==> config.mk <==
export PLATFORM = sky130hd
export DESIGN_NAME = reg_file_read_unit
export DESIGN_NICKNAME = d
export VERILOG_FILES = /design/src/rtl/reg_file_read_unit.sv
export SDC_FILE = /design/constraint.sdc
export NUM_CORES = 2
export LEC_CHECK = 0
export CAP_MARGIN = 20
export CELL_PAD_IN_SITES_DETAIL_PLACEMENT = 2
export CELL_PAD_IN_SITES_GLOBAL_PLACEMENT = 2
export CORE_ASPECT_RATIO = 0.7
export CORE_MARGIN = 2
export CORE_UTILIZATION = 50
export DETAILED_ROUTE_END_ITERATION = 16
export GPL_ROUTABILITY_DRIVEN = 0
export PLACE_DENSITY_LB_ADDON = 0.1
export SYNTH_ARGS = -nofsm -noshare
export SYNTH_HDL_FRONTEND = slang
export SYNTH_SLANG_ARGS = --single-unit
==> constraint.sdc <==
create_clock -name clk -period 4.1 [get_ports clk]
set_input_delay 0.41 -clock clk [delete_from_list [all_inputs] [get_ports clk]]
set_output_delay 0.41 -clock clk [all_outputs]
set_load 0.005 [all_outputs]
==> src/rtl/reg_file_read_unit.sv <==
// Register file with bypassed combinational read ports and a valid/ready
// debug dump engine that streams every register out in index order.
module reg_file_read_unit #(
  parameter int DATA_WIDTH = 32,
  parameter int ADDR_WIDTH = 5,
  parameter int NUM_REGS   = 32
) (
  input  logic                  clk,
  input  logic                  reset,
  input  logic                  regWrite,
  input  logic [ADDR_WIDTH-1:0] writeReg,
  input  logic [DATA_WIDTH-1:0] writeData,
  input  logic [ADDR_WIDTH-1:0] readReg1,
  input  logic [ADDR_WIDTH-1:0] readReg2,
  output logic [DATA_WIDTH-1:0] readData1,
  output logic [DATA_WIDTH-1:0] readData2,
  input  logic                  dumpStart,
  input  logic                  dumpReady,
  output logic                  dumpValid,
  output logic [ADDR_WIDTH-1:0] dumpIndex,
  output logic [DATA_WIDTH-1:0] dumpData,
  output logic                  dumpBusy,
  output logic                  dumpDone
);

  typedef enum logic [1:0] {IDLE, SEND, DONE} state_t;

  localparam logic [ADDR_WIDTH-1:0] LAST_INDEX = ADDR_WIDTH'(NUM_REGS - 1);

  state_t                state;
  state_t                state_next;
  logic [DATA_WIDTH-1:0] regs [NUM_REGS];
  logic [ADDR_WIDTH-1:0] index_next;
  logic [ADDR_WIDTH-1:0] index_succ;
  logic [DATA_WIDTH-1:0] data_next;
  logic                  valid_next;
  logic                  busy_next;

  // Value a reader sees this cycle, forwarding a write that commits on the next edge.
  function automatic logic [DATA_WIDTH-1:0] read_port(input logic [ADDR_WIDTH-1:0] addr);
    if (addr == '0) return '0;
    if (regWrite && (writeReg == addr)) return writeData;
    return regs[addr];
  endfunction

  assign readData1 = read_port(readReg1);
  assign readData2 = read_port(readReg2);

  always_ff @(posedge clk) begin
    if (reset) begin
      for (int unsigned i = 0; i < NUM_REGS; i++) begin
        regs[i] <= '0;
      end
    end else if (regWrite && (writeReg != '0)) begin
      regs[writeReg] <= writeData;
    end
  end

  always_comb begin
    state_next = state;
    index_next = dumpIndex;
    data_next  = dumpData;
    valid_next = dumpValid;
    busy_next  = dumpBusy;
    index_succ = dumpIndex + 1'b1;
    case (state)
      IDLE: begin
        if (dumpStart) begin
          state_next = SEND;
          index_next = '0;
          data_next  = '0;
          valid_next = 1'b1;
          busy_next  = 1'b1;
        end
      end
      SEND: begin
        if (dumpValid && dumpReady) begin
          if (dumpIndex == LAST_INDEX) begin
            state_next = DONE;
            valid_next = 1'b0;
            busy_next  = 1'b0;
          end else begin
            index_next = index_succ;
            data_next  = read_port(index_succ);
          end
        end
      end
      DONE:    state_next = IDLE;
      default: state_next = IDLE;
    endcase
  end

  always_ff @(posedge clk) begin
    if (reset) begin
      state     <= IDLE;
      dumpIndex <= '0;
      dumpData  <= '0;
      dumpValid <= 1'b0;
      dumpBusy  <= 1'b0;
    end else begin
      state     <= state_next;
      dumpIndex <= index_next;
      dumpData  <= data_next;
      dumpValid <= valid_next;
      dumpBusy  <= busy_next;
    end
  end

  assign dumpDone = (state == DONE);

endmodule

==> impl_metrics.csv <==
group,metric,value,unit
power,power,0.0283,W
timing,hold_violations,0,
synthesis,yosys.area_share.xor_xnor,0.258,%
hold_path,hold_class,"input pin to flip-flop",
worst_setup_path,worstPathMaxFanout,10,
synthesis,synth_warnings,0,
status,violations,"setup timing",
floorplanning,pin_count,156,
floorplanning,initial_core_util,50.5,%
synthesis,synth_top_area_share,46.3,%
clocking,cts_hold_buf,0,
worst_setup_path,worst_setup_path_end_kind,"primary output",
clocking,path_clk_slew,0.08,ns
synthesis,synthCells,4641,
grt,grt_pass1_wl,451000,µm
power,ir_worst_vdd,0.394,mV
clocking,tritoncts,"built",
clocking,cts_max_path_buffers,3,
timing,fin_crit,4.16,ns
worst_setup_path,crit_path_max_incr_delay,0.65,ns
timing,worst_slew_pin_slew,1.14,ns
clocking,root_buffer,"clkbuf_16",
synthesis,ys_top_cells_by_count,"edfxtp_1, and2_1, mux4_2, clkbuf_1, mux2i_1",
final_layout,drive_above_1_share,29.0,%
timing,slew_viol_final,0,
synthesis,syn_area,0.0664,mm²
clocking,h-tree-depth,3,
worst_setup_path,crit_arrival,3.75,ns
route,drt-total-wl,327000,µm
synthesis,synth_area_leader_cell,"edfxtp_1",
final_layout,fin_nets,4811,
synthesis,synthMuxAreaShare,30.4,%
synthesis,avgSynthCellArea,14.3,µm²
worst_setup_path,path_cells,"clkdlybuf4s50_1 -> buf_4 -> xnor2_1 -> nand4_1 -> nor2_2 -> buf_4 -> nor3_1 -> a21oi_1 -> clkdlybuf4s50_1",
place,hpwlAfterDp,200000,µm
floorplanning,die_h,309,µm
worst_setup_path,crit_buf_inv,4,
synthesis,synth_area_leaders,"edfxtp_1, mux4_2, and2_1",
worst_setup_path,crit_type,"input pin to primary output",
worst_setup_path,crit_path_start_kind,"input pin",
worst_setup_path,slowest_stage,"clkdlybuf4s50_1",
synthesis,synth-adder-area-share,0.0565,%
timing,setup_viol,3,
floorplanning,dieArea,0.136,mm²
grt,grt_pass1_vias,54900,
power,power.density,376,mW/mm²
job,maxCapViolCount,0,
final_layout,stdcell_area,0.0753,mm²
timing,finalCritPeriodShare,102,%
timing,relSlewSlack,23.9,%
floorplanning,die_w,440,µm
synthesis,yosysMostFrequentCell,"edfxtp_1",
route,vias,53600,
synthesis,synth_compound_area_share,5.45,%
clocking,clock_sinks,1064,
route,drtIter0Drc,10400,
timing,fmax,240,MHz
route,wl_per_cell,49.2,µm
final_layout,area_growth,13.4,%
timing,setup_ws,-0.0625,ns
worst_setup_path,critical-path-top-delay-family,"buffers and inverters",
grt,groute.usage.overall,48.1,%
clocking,postCtsSetupRepairBufs,0,
worst_setup_path,worstPathRequired,3.69,ns
clocking,post_cts_resized,0,
floorplanning,row_count,111,
synthesis,synth-seq-area-share,47.5,%
place,portBuffers,155,
grt,grt_max_degree,113,
synthesis,synth_top_family_by_area,"multiplexers",
clocking,clk_latency,0.78,ns
route,drtPass1Iterations,8,
timing,whs,0.426,ns
synthesis,ys_types,65,
route,drc,0,
route,postRouteAntennaNets,0,
place,dpl_cell_area,0.0716,mm²
grt,gr-total-overflow,0,
synthesis,synthFlopType,"edfxtp_1",
route,via_per_inst,8.06,
power,p_leak,25.3,nW
grt,antenna_found_initial,33,
clocking,cts_buffers,111,
synthesis,yosys.area_share.simple,12.4,%
synthesis,async_flop_share,0,%
synthesis,synth_seq_cells,1064,
timing,finalClockSkew,0.0321,ns
status,run_status,"finished with violations",
synthesis,synth-edff-count,1024,
floorplanning,core-area,0.131,mm²
report_power, final:
group	switching (W)	internal, W
Clock	0.00480	0.00565
Sequential	0.000585	0.0125
Combinational	0.00275	0.00199
layer usage:
| layer | track usage, % | share of wire, % | vias up |
|---|---|---|---|
| met1 | 62.6 | 34 | 27700 |
| met4 | 29.9 | 7.3 | 12 |
| met2 | 69.0 | 43 | 5927 |
| met5 | 0 | 0.044 | - |
| li1 | - | - | 18600 |
| met3 | 17.0 | 16 | 1337 |
cells in the final DEF (no fill, tap or decap), types with 35 or more instances in the layout:
| master | instances |
|---|---|
| buf_4 | 273 |
| a221oi_1 | 50 |
| clkdlybuf4s50_1 | 146 |
| and2_1 | 995 |
| mux4_2 | 717 |
| a31oi_1 | 35 |
| nor2_1 | 66 |
| a21oi_1 | 117 |
| edfxtp_1 | 1024 |
| diode_2 | 49 |
| nor3_1 | 109 |
| nand2_1 | 69 |
| dfxtp_1 | 39 |
| buf_12 | 73 |
| mux2_2 | 93 |
| o22ai_1 | 50 |
| o21ai_0 | 47 |
| a221o_1 | 67 |
| mux2i_1 | 300 |
| clkbuf_16 | 113 |
| or2_2 | 36 |
flip-flops by register name (all words and copies together), names as in the netlist:
signal     cells
regs        1024
dumpIndex      5
dumpData      32
dumpBusy       1
state          2
logic make-up after synthesis:
kind of cell    Yosys count
buf+inv                 536
simple gates           1402
mux                    1110
flops                  1064
other cells               1
fa+ha+maj                 3
xor+xnor                 18
compound gates          507
final cells by class:
cell class	count	area, µm²
Clock inverter	65	542
Sequential cell	1064	31600
Inverter	9	38.8
Fill cell	11500	56100
Tap cell	1751	2190
Multi-Input combinational cell	3072	32800
Antenna cell	49	123
Clock buffer	142	2970
Timing Repair Buffer	498	5070
path summary, 6_finish.rpt:
| kind | slack, ns | to | cells after the start | startpoint |
|---|---|---|---|---|
| worst max-delay path | -0.06 | readData2[6] | 9 | writeReg[2] |
| worst max register to register | 0.52 | dumpData[19] | 7 | dumpIndex[0] |
| worst min-delay path | 0.43 | regs[0][17] | 2 | reset |
| worst min register to register | 0.54 | state[0] | 2 | state[0] |
stage by stage:
stage | utilization (%) | setup slack (ns) | TNS, ns | cells
after floorplan | - | 1.39 | 0 | 4672
final | 57.3 | -0.0625 | -0.0767 | 6650
after CTS | 57.2 | 0.181 | 0 | 6600
after global routing | 57.2 | -0.0179 | -0.0179 | 6614
after detailed placement | 54.5 | 0.225 | 0 | 6393
after global placement | 54.5 | 0.320 | 0 | 6392
Power figures use the tool's default switching activity.
